===== src/rtl/err_high_detect_pkg.sv =====
// ============================================================================
// Module  : err_high_detect_pkg
// Brief   : Shared constants for the err_high_detect fault filter.
// Revision: 1.0 - initial release
// ============================================================================
`default_nettype none

package err_high_detect_pkg;

    localparam int CNT_W_DEF = 14;
    localparam int DELAY_MIN = 1;
    localparam int DELAY_MAX = 16383;

endpackage

`default_nettype wire


===== src/rtl/err_high_detect_sync_ff.sv =====
// ============================================================================
// Module  : sync_ff
// Brief   : Multi-flop synchronizer for one asynchronous level input.
// Revision: 1.0 - initial release
// ============================================================================
`default_nettype none

module sync_ff #(
    parameter int STAGES = 2
) (
    input  logic clk,
    input  logic rst_n,
    input  logic d,
    output logic q
);

    logic [STAGES-1:0] chain;

    always_ff @(posedge clk or negedge rst_n) begin
        if (!rst_n) begin
            chain <= '0;
        end else begin
            chain <= {chain[STAGES-2:0], d};
        end
    end

    assign q = chain[STAGES-1];

endmodule

`default_nettype wire


===== src/rtl/err_high_detect.sv =====
// ============================================================================
// Module  : err_high_detect
// Brief   : Time-filtered high-level fault detector. Define
//           ERR_HIGH_DETECT_LATCH_EN to make signal_out latch until cleared.
// Revision: 1.0 - initial release
// ============================================================================
`default_nettype none

module err_high_detect
    import err_high_detect_pkg::*;
#(
    parameter int CNT_W       = CNT_W_DEF,
    parameter int SYNC_STAGES = 2
) (
    input  logic             clk,
    input  logic             rst_n,
    input  logic             time_1us,
    input  logic             reset_unit,
    input  logic             signal_in,
    output logic             signal_out,
    input  logic [CNT_W-1:0] delay_tims
);

    localparam logic [CNT_W-1:0] DLY_MIN = CNT_W'(DELAY_MIN);

    logic             sig_s;
    logic             time_1us_q;
    logic             tick;
    logic [CNT_W-1:0] cnt;
    logic [CNT_W-1:0] delay_eff;
    logic [CNT_W:0]   cnt_inc;
    logic             set_cond;

    sync_ff #(
        .STAGES (SYNC_STAGES)
    ) u_sync (
        .clk   (clk),
        .rst_n (rst_n),
        .d     (signal_in),
        .q     (sig_s)
    );

    // A zero delay behaves exactly like the minimum delay of one tick
    assign delay_eff = (delay_tims < DLY_MIN) ? DLY_MIN : delay_tims;
    assign tick      = time_1us & ~time_1us_q;
    assign cnt_inc   = {1'b0, cnt} + 1'b1;
    assign set_cond  = sig_s & tick & (cnt_inc >= {1'b0, delay_eff});

    always_ff @(posedge clk or negedge rst_n) begin
        if (!rst_n) begin
            time_1us_q <= 1'b0;
        end else begin
            time_1us_q <= time_1us;
        end
    end

    // Counter saturates at the (possibly lowered) delay rather than wrapping
    always_ff @(posedge clk or negedge rst_n) begin
        if (!rst_n) begin
            cnt <= '0;
        end else if (!sig_s) begin
            cnt <= '0;
        end else if (tick) begin
            if (cnt >= delay_eff) begin
                cnt <= delay_eff;
            end else begin
                cnt <= cnt_inc[CNT_W-1:0];
            end
        end
    end

    always_ff @(posedge clk or negedge rst_n) begin
        if (!rst_n) begin
            signal_out <= 1'b0;
        end else begin
`ifdef ERR_HIGH_DETECT_LATCH_EN
            // Set wins over a simultaneous clear; clear only once the input is low
            if (set_cond) begin
                signal_out <= 1'b1;
            end else if (reset_unit && !sig_s) begin
                signal_out <= 1'b0;
            end
`else
            if (!sig_s) begin
                signal_out <= 1'b0;
            end else if (set_cond) begin
                signal_out <= 1'b1;
            end
`endif
        end
    end

`ifndef ERR_HIGH_DETECT_LATCH_EN
    logic unused_reset_unit;
    assign unused_reset_unit = reset_unit;
`endif

endmodule

`default_nettype wire


===== config.mk =====
export PLATFORM = sky130hd
export DESIGN_NAME = err_high_detect
export DESIGN_NICKNAME = d
export VERILOG_FILES = /design/src/rtl/err_high_detect_pkg.sv /design/src/rtl/err_high_detect_sync_ff.sv /design/src/rtl/err_high_detect.sv
export SDC_FILE = /design/constraint.sdc
export NUM_CORES = 1
export LEC_CHECK = 0
export ABC_AREA = 0
export ABC_CLOCK_PERIOD_IN_PS = 3000
export CORE_ASPECT_RATIO = 1.25
export CORE_MARGIN = 5
export CORE_UTILIZATION = 57
export CTS_CLUSTER_DIAMETER = 120
export DETAILED_ROUTE_END_ITERATION = 10
export PLACE_DENSITY = 0.89
export SLEW_MARGIN = 0
export SYNTH_ARGS = -nofsm -noshare
export SYNTH_HDL_FRONTEND = slang
export SYNTH_SLANG_ARGS = --single-unit

===== constraint.sdc =====
create_clock -name clk -period 3 [get_ports clk]
set_input_delay 0.3 -clock clk [delete_from_list [all_inputs] [get_ports clk]]
set_output_delay 0.3 -clock clk [all_outputs]
set_load 0.05 [all_outputs]

==> impl_metrics.json, run 1 <==
{
  "status": "finished, final reports clean",
  "drc": 0,
  "gp_congestion": 0.898,
  "synth_seq_area_share_pct": 25.4,
  "layout_commonest_cell": "ha_1",
  "insertedDiodeCount": 0,
  "tritoncts": "built",
  "synth_edf_count": 0,
  "cpMostUsedCell": "buf_4",
  "ant_nets": 0,
  "cp_slowest_cell": "clkdlybuf4s50_1",
  "grt_use_total_pct": 21.6,
  "crit_family": "compound AO/OA/AOI/OAI gates",
  "syn_avg_cell_area_um2": 8.65,
  "slew_headroom_pct": 43.9,
  "synthDistinctLibCells": 37,
  "finalSetupTns_ps": 0,
  "period_needed_ps": 2890,
  "crit_path_start_kind": "primary input",
  "worst_pin_slew_ps": 839,
  "firstDrtPassIters": 4,
  "clkSlewWorstSetupHoldPaths_ps": 110,
  "post-route-util_pct": 72.1,
  "setup-violations-final": 0,
  "first_global_vias": 1626,
  "via_per_inst": 5.98,
  "drt-initial-drc-count": 134,
  "place_inst": 272,
  "ctsRootBufferMaster": "clkbuf_4",
  "final_cell_mix": "28 x ha_1, 20 x buf_4, 19 x inv_1",
  "timing.final.crit_share_pct": 96.2,
  "dieWidth_um": 59.9,
  "instances_no_fill": 276,
  "area_growth_pct": 20.9,
  "start_util_pct": 59.6,
  "hold_violations": 0,
  "synth_nets": 252,
  "path_max_fanout": 10,
  "coreArea_um2": 2970,
  "rsz0062_at_grt": "false",
  "pin_count": 20,
  "nNetsFinal": 288,
  "drt_wl_total_um": 4370,
  "antenna_found_initial": 0,
  "rows": 22,
  "min_path_type": "reg -> reg",
  "grt-ovfl-total": 0,
  "max_clock_freq_ghz": 0.346,
  "grt_max_degree": 19,
  "yosys_warnings": 0,
  "crit_buf_inv": 3,
  "post_cts_buffers": 0,
  "port_buffers": 18,
  "cts-buffers-inserted": 3,
  "synth_ff_type": "dfrtp_1",
  "post-dp-hpwl_um": 3530,
  "synth_area_um2": 1770,
  "synthCells": 205,
  "synth-seq-cells": 18,
  "cp-end-kind": "register",
  "worstPathCellList": "clkdlybuf4s50_1 > nor4_1 > buf_4 > a41o_1 > ha_1 > nand2b_1 > a31oi_1 > o2111ai_1 > a211o_2 > buf_4 > o31ai_4 > a22o_1",
  "fin_skew_ps": 1.02,
  "clkLatencyLatePin_ps": 310,
  "wl_per_cell_um": 15.8,
  "clock_sinks": 18,
  "clk_path_buf_depth": 2,
  "required_ps": 3250,
  "ir_drop_mv": 0.241,
  "dieArea_um2": 4330,
  "final_layout_size_suffix_gt1_share_pct": 11.3,
  "power_density_nw_per_um2": 241,
  "htreeDepth": 1,
  "die_h_um": 72.4,
  "slowest_delay_ps": 440,
  "worst-setup-path-type": "in -> reg",
  "p_leak_nw": 1.05,
  "slew_viol_final": 0,
  "synthArstFlopShare_pct": 100,
  "drv_cap": 0,
  "vias": 1651,
  "cp.arrival_ps": 3140,
  "grt_pass1_wl_um": 7270
}
## per-stage QoR
step           worst slack [ps]  hold slack [ps]  cell area (µm²)  power (mW)
2_1_floorplan               426             4.41             1770       0.299
3_3_place_gp               -211              333             2110       0.354
3_5_place_dp               -233              342             2110       0.359
4_1_cts                    51.3              369             2140       0.517
5_1_grt                    8.37              382             2140       0.538
6_report                    114              367             2140       0.516
## synthesized netlist by cell type, types with 8 or more instances
cell	n	area [µm²]
ha_1	28	350
inv_1	19	71.3
dfrtp_1	18	450
nand2_1	17	63.8
mux2i_1	13	130
o21ai_0	13	65.1
nand3_1	12	60.1
nor2_1	11	41.3
a21oi_1	8	40.0
xnor2_1	8	70.1
## cell type report
| class | instances | area [µm²] |
|---|---|---|
| Clock buffer | 4 | 36.3 |
| Fill cell | 225 | 830 |
| Inverter | 19 | 71.3 |
| Multi-Input combinational cell | 161 | 1210 |
| Sequential cell | 18 | 450 |
| Tap cell | 36 | 45.0 |
| Timing Repair Buffer | 38 | 330 |
## per-layer routing
layer	up-vias	GRT usage [%]	share of wire, %
met1	770	26.4	41
met5	-	0	0
met3	9	2.14	5.4
li1	812	-	-
met4	0	5.91	2.0
met2	60	39.2	52
## worst paths after layout
path	startpoint	endpoint	slack [ps]	cells past startpoint
setup / recovery	delay_tims[11]	cnt[2]	110	12
hold / removal	u_sync.chain[0]	u_sync.chain[1]	370	0
setup reg to reg	cnt[0]	signal_out	250	11
hold reg to reg	u_sync.chain[0]	u_sync.chain[1]	370	0
max in group asynchronous	rst_n	cnt[7]	2030	1
min in group asynchronous	rst_n	cnt[10]	460	1
## power breakdown
part	internal [mW]	total, mW	leakage (nW)	switching, mW
sequential	0.246	0.249	0.244	0.00325
clock	0.0742	0.161	0.0210	0.0873
combinational	0.0526	0.105	0.784	0.0525
total	0.373	0.516	1.05	0.143
## repair_timing
action,in CTS,in global routing
hold endpoints to repair,0,0
gates resized for setup,0,1
hold buffers,0,0
endpoints found under the setup margin,0,12
## sequential cells by signal, indices dropped and copies added, names as in the netlist
signal and cells:
cnt 14, u_sync.chain 2, time_1us_q 1, signal_out 1
## worst register-to-register path: stages (launching register included)
cell,delay (ps)
dfrtp_1,470
ha_1,200
and3_1,180
nand3_1,110
xnor2_1,190
ha_1,350
nand2b_1,70
a21boi_0,140
o21ai_0,100
a211o_1,280
maj3_1,360
o31ai_1,220
## kinds of logic (layout without fill, tap and decap cells)
family | count (synthesis) | in the layout | synth area share, %
adder cells (fa/ha/maj) | 29 | 29 | 20.3
AND/OR/NAND/NOR | 64 | 64 | 17.9
buffers and inverters | 26 | 61 | 6.42
multiplexers | 13 | 13 | 7.34
flip-flops | 18 | 18 | 25.4
XOR/XNOR | 12 | 12 | 5.93
AO/OA/AOI/OAI | 43 | 43 | 16.7
Note: power is estimated with default switching activity, not from simulation.
==> run 2, diff against run 1 <==
Settings changed: ABC_CLOCK_PERIOD_IN_PS 3000 to 3700, CORE_UTILIZATION 57 to 61, PLACE_DENSITY 0.89 to 0.86.
Clock period 3 ns to 3.7 ns, I/O delays scaled along.
==> impl_metrics.json, run 2 (same netlist as run 1, synthesis figures left out) <==
{
  "insertedDiodeCount": 0,
  "clkLatencyLatePin_ps": 300,
  "final_cell_mix": "28 x ha_1, 19 x inv_1, 18 x dfrtp_1, 18 x clkdlybuf4s50_1, 17 x nand2_1",
  "cp_slowest_cell": "a211o_1",
  "pin_count": 20,
  "post_cts_buffers": 0,
  "wl_per_cell_um": 17.2,
  "layout_commonest_cell": "ha_1",
  "biggestRegsByFlops": "cnt (14), u_sync.chain (2)",
  "post-dp-hpwl_um": 3540,
  "status": "finished, final reports clean",
  "clkSlewWorstSetupHoldPaths_ps": 110,
  "die_h_um": 70.3,
  "p_leak_nw": 0.959,
  "largest_reg_flops": 14,
  "required_ps": 3880,
  "final_layout_size_suffix_gt1_share_pct": 3.60,
  "p_switching_mw": 0.111,
  "grt_pass1_wl_um": 7450,
  "cp-end-kind": "register",
  "grt_use_total_pct": 23.2,
  "ir_drop_mv": 0.135,
  "finalSetupTns_ps": 0,
  "min_path_type": "reg -> reg",
  "drt_wl_total_um": 4410,
  "fin_skew_ps": 6.97,
  "first_global_vias": 1662,
  "dieArea_um2": 4090,
  "rows": 21,
  "ctsRootBufferMaster": "clkbuf_4",
  "setup-violations-final": 0,
  "hold_buffers": 0,
  "timing.final.crit_share_pct": 88.9,
  "ctsResizeCount": 0,
  "cp.arrival_ps": 3470,
  "post_dp_cell_area_um2": 1970,
  "swShare_pct": 27.4,
  "nNetsFinal": 270,
  "rsz0062_at_grt": "false",
  "drt-initial-drc-count": 83,
  "vias": 1628,
  "htreeDepth": 1,
  "top_register": "cnt",
  "tritoncts": "built",
  "combPwrFrac_pct": 18.9,
  "clk_path_buf_depth": 2,
  "cts-buffers-inserted": 3,
  "max_clock_freq_ghz": 0.304,
  "p_int_mw": 0.295,
  "gp_congestion": 0.930,
  "port_buffers": 18,
  "dieWidth_um": 58.2,
  "crit_path_start_kind": "primary input",
  "via_per_inst": 6.36,
  "grt-ovfl-total": 0,
  "worst_pin_slew_ps": 881,
  "coreArea_um2": 2730,
  "worstPathCellList": "clkdlybuf4s50_1 > nor4_1 > a41o_1 > ha_1 > nand2b_1 > a31oi_1 > o2111ai_1 > a211o_1 > buf_4 > mux2i_1 > o21ai_0",
  "fin_area_um2": 2000,
  "slowest_delay_ps": 570,
  "pwr-share-clk_pct": 31.2,
  "slew_viol_final": 0,
  "area_growth_pct": 13.1,
  "power_density_nw_per_um2": 203,
  "antenna_found_initial": 0,
  "path_max_fanout": 15,
  "grt_max_degree": 19,
  "p_seq_share_pct": 49.9,
  "firstDrtPassIters": 4,
  "period_needed_ps": 3290,
  "start_util_pct": 64.9,
  "ant_nets": 0,
  "drc": 0,
  "drv_cap": 0,
  "hold_violations": 0,
  "slew_headroom_pct": 41.1,
  "clock_sinks": 18,
  "worst-setup-path-type": "in -> reg",
  "fin_hold_ws_ps": 384
}
[run 2: cell count changes in the layout (fill, tap and decap cells not counted), sizes merged]
cell,before,now
buf,20,2
[run 2: power groups by stage]
| stage | registers (mW) | clock network, mW | logic (mW) |
|---|---|---|---|
| after floorplan | 0.205 | 0 | 0.0375 |
| after global placement | 0.206 | 0 | 0.0714 |
| after detailed placement | 0.206 | 0 | 0.0764 |
| after CTS | 0.202 | 0.126 | 0.0767 |
| after global routing | 0.203 | 0.140 | 0.0858 |
| final | 0.202 | 0.127 | 0.0769 |
[run 2: final timing paths]
| check | start | to | slack, ps | cells after the start |
|---|---|---|---|---|
| max | delay_tims[11] | cnt[10] | 410 | 11 |
| min | u_sync.chain[0] | u_sync.chain[1] | 380 | 0 |
| max reg2reg | cnt[1] | signal_out | 670 | 11 |
| min reg2reg | u_sync.chain[0] | u_sync.chain[1] | 380 | 0 |
| max in group asynchronous | rst_n | signal_out | 2600 | 1 |
| min in group asynchronous | rst_n | u_sync.chain[1] | 560 | 1 |
[run 2: stage by stage]
step | instances | power [mW] | utilization [%] | setup WS, ps
finish | 256 | 0.406 | 73.4 | 409
global route | 256 | 0.428 | 73.4 | 338
CTS | 256 | 0.405 | 73.4 | 416
detailed placement | 252 | 0.283 | 72.0 | 85.4
global placement | 252 | 0.277 | 72.0 | 195
floorplan | 205 | 0.243 | - | 1130
[run 2: per-layer routing]
layer,wire length [µm],track usage (%)
met1,1780,26.9
met2,2270,40.7
met3,284,3.68
met4,80,10.3
met5,0,0
[run 2: critical path, delay by kind of cell]
| family | cells | cell delay, ps |
|---|---|---|
| AO/OA/AOI/OAI | 5 | 1390 |
| adder cells (fa/ha/maj) | 1 | 250 |
| buffers and inverters | 2 | 750 |
| multiplexers | 1 | 180 |
| AND/OR/NAND/NOR | 2 | 530 |
[run 2: layout make-up]
cell class	count	area (µm²)
clock buffer	4	36.3
inverter	19	71.3
multi-input combinational	161	1210
timing repair buffer	20	195
tap	34	42.5
sequential	18	450
fill	205	728
==> run 3, diff against run 2 <==
Settings changed: CORE_MARGIN 5 to 4, SKIP_CTS_REPAIR_TIMING from default to 1, TNS_END_PERCENT from default to 50.
==> impl_metrics.json, run 3 (same netlist as run 1, synthesis figures left out) <==
{
  "worst-setup-path-type": "in -> reg",
  "biggestRegsByFlops": "cnt (14), u_sync.chain (2)",
  "worstPathCellList": "clkdlybuf4s50_1 > nor4_1 > a41o_1 > ha_1 > nand2b_1 > a31oi_1 > o2111ai_1 > a211o_1 > buf_4 > mux2i_1 > a22o_1",
  "finalSetupTns_ps": 0,
  "clock_sinks": 18,
  "final_layout_size_suffix_gt1_share_pct": 3.60,
  "clk_path_buf_depth": 2,
  "worst_pin_slew_ps": 828,
  "dieWidth_um": 56.2,
  "drv_cap": 0,
  "die_h_um": 68.3,
  "power_density_nw_per_um2": 202,
  "hold_violations": 0,
  "nNetsFinal": 270,
  "p_leak_nw": 0.959,
  "tritoncts": "built",
  "post-dp-hpwl_um": 3450,
  "clkLatencyLatePin_ps": 310,
  "coreArea_um2": 2730,
  "layout_commonest_cell": "ha_1",
  "fin_area_um2": 2000,
  "firstDrtPassIters": 4,
  "cp.arrival_ps": 3330,
  "via_per_inst": 6.29,
  "required_ps": 3900,
  "first_global_vias": 1628,
  "crit_family": "compound AO/OA/AOI/OAI gates",
  "drt_wl_total_um": 4370,
  "setup-violations-final": 0,
  "grt_use_total_pct": 23.9,
  "timing.final.crit_share_pct": 84.7,
  "crit_buf_inv": 2,
  "ir_drop_mv": 0.155,
  "insertedDiodeCount": 0,
  "clkSlewWorstSetupHoldPaths_ps": 100,
  "final_cell_mix": "28 x ha_1, 19 x inv_1, 18 x dfrtp_1, 18 x clkdlybuf4s50_1, 17 x nand2_1",
  "period_needed_ps": 3130,
  "swShare_pct": 27.4,
  "p_switching_mw": 0.111,
  "cts-buffers-inserted": 3,
  "instances_no_fill": 256,
  "slew_viol_final": 0,
  "rows": 21,
  "port_buffers": 18,
  "largest_reg_flops": 14,
  "fin_hold_ws_ps": 367,
  "slowest_delay_ps": 450,
  "min_path_type": "reg -> reg",
  "pin_count": 20,
  "wl_per_cell_um": 17.1,
  "ant_nets": 0,
  "p_int_mw": 0.295,
  "antenna_found_initial": 0,
  "area_growth_pct": 13.1,
  "grt_pass1_wl_um": 7260,
  "dieArea_um2": 3840,
  "combPwrFrac_pct": 18.8,
  "grt-ovfl-total": 0,
  "ctsRootBufferMaster": "clkbuf_4",
  "slew_headroom_pct": 44.6,
  "cp_slowest_cell": "clkdlybuf4s50_1",
  "p_seq_share_pct": 49.9,
  "post_dp_cell_area_um2": 1970,
  "drc": 0,
  "cp-end-kind": "register",
  "fin_skew_ps": 7.09,
  "setup_slack_ps": 567,
  "status": "finished, final reports clean",
  "pwr-share-clk_pct": 31.2,
  "max_clock_freq_ghz": 0.319,
  "top_register": "cnt",
  "htreeDepth": 1,
  "place_inst": 252,
  "drt-initial-drc-count": 83,
  "place_worst_setup_slack_ps": 278,
  "grt_max_degree": 19,
  "rsz0062_at_grt": "false",
  "path_max_fanout": 13,
  "crit_path_start_kind": "primary input",
  "gp_congestion": 0.899,
  "vias": 1610,
  "start_util_pct": 64.9
}
## run 3: cell counts in the layout (fill, tap and decap cells not counted)
Identical to the previous run, type by type.
## run 3: final timing paths
check	start	endpoint	slack [ps]	depth (start not counted)
setup / recovery	delay_tims[10]	cnt[2]	570	11
hold / removal	u_sync.chain[0]	u_sync.chain[1]	370	0
setup reg to reg	cnt[0]	signal_out	590	11
hold reg to reg	u_sync.chain[0]	u_sync.chain[1]	370	0
max in group asynchronous	rst_n	cnt[1]	2660	1
min in group asynchronous	rst_n	cnt[3]	530	1
## run 3: routing by layer
metal / vias to the layer above / wire length [µm] / track usage (%)
li1: 775 / - / -
met1: 762 / 1800 / 27.0
met2: 58 / 2170 / 43.1
met3: 15 / 277 / 4.34
met4: 0 / 123 / 13.1
met5: - / 0 / 0
## run 3: power groups by stage
stage | Clock, mW | Combinational (mW) | Sequential (mW)
2_1_floorplan | 0 | 0.0375 | 0.205
3_3_place_gp | 0 | 0.0715 | 0.206
3_5_place_dp | 0 | 0.0758 | 0.206
4_1_cts | 0.126 | 0.0764 | 0.203
5_1_grt | 0.136 | 0.0853 | 0.203
6_report | 0.127 | 0.0765 | 0.203
## run 3: cell type report
cell class | count | area (µm²)
Fill cell | 217 | 728
Sequential cell | 18 | 450
Inverter | 19 | 71.3
Tap cell | 34 | 42.5
Clock buffer | 4 | 36.3
Timing Repair Buffer | 20 | 195
Multi-Input combinational cell | 161 | 1210
## run 3: worst register-to-register path, delay by kind of cell, from the launching register on
family,cells,cell delay [ps]
compound gates,4,800
xor+xnor,1,160
fa+ha+maj,3,1040
flops,1,490
simple gates,3,520
## run 3: through the flow
step           util [%]  power (mW)
4_1_cts            73.4       0.405
3_5_place_dp       72.0       0.282
2_1_floorplan         -       0.243
3_3_place_gp       72.0       0.278
5_1_grt            73.4       0.425
6_report           73.4       0.406
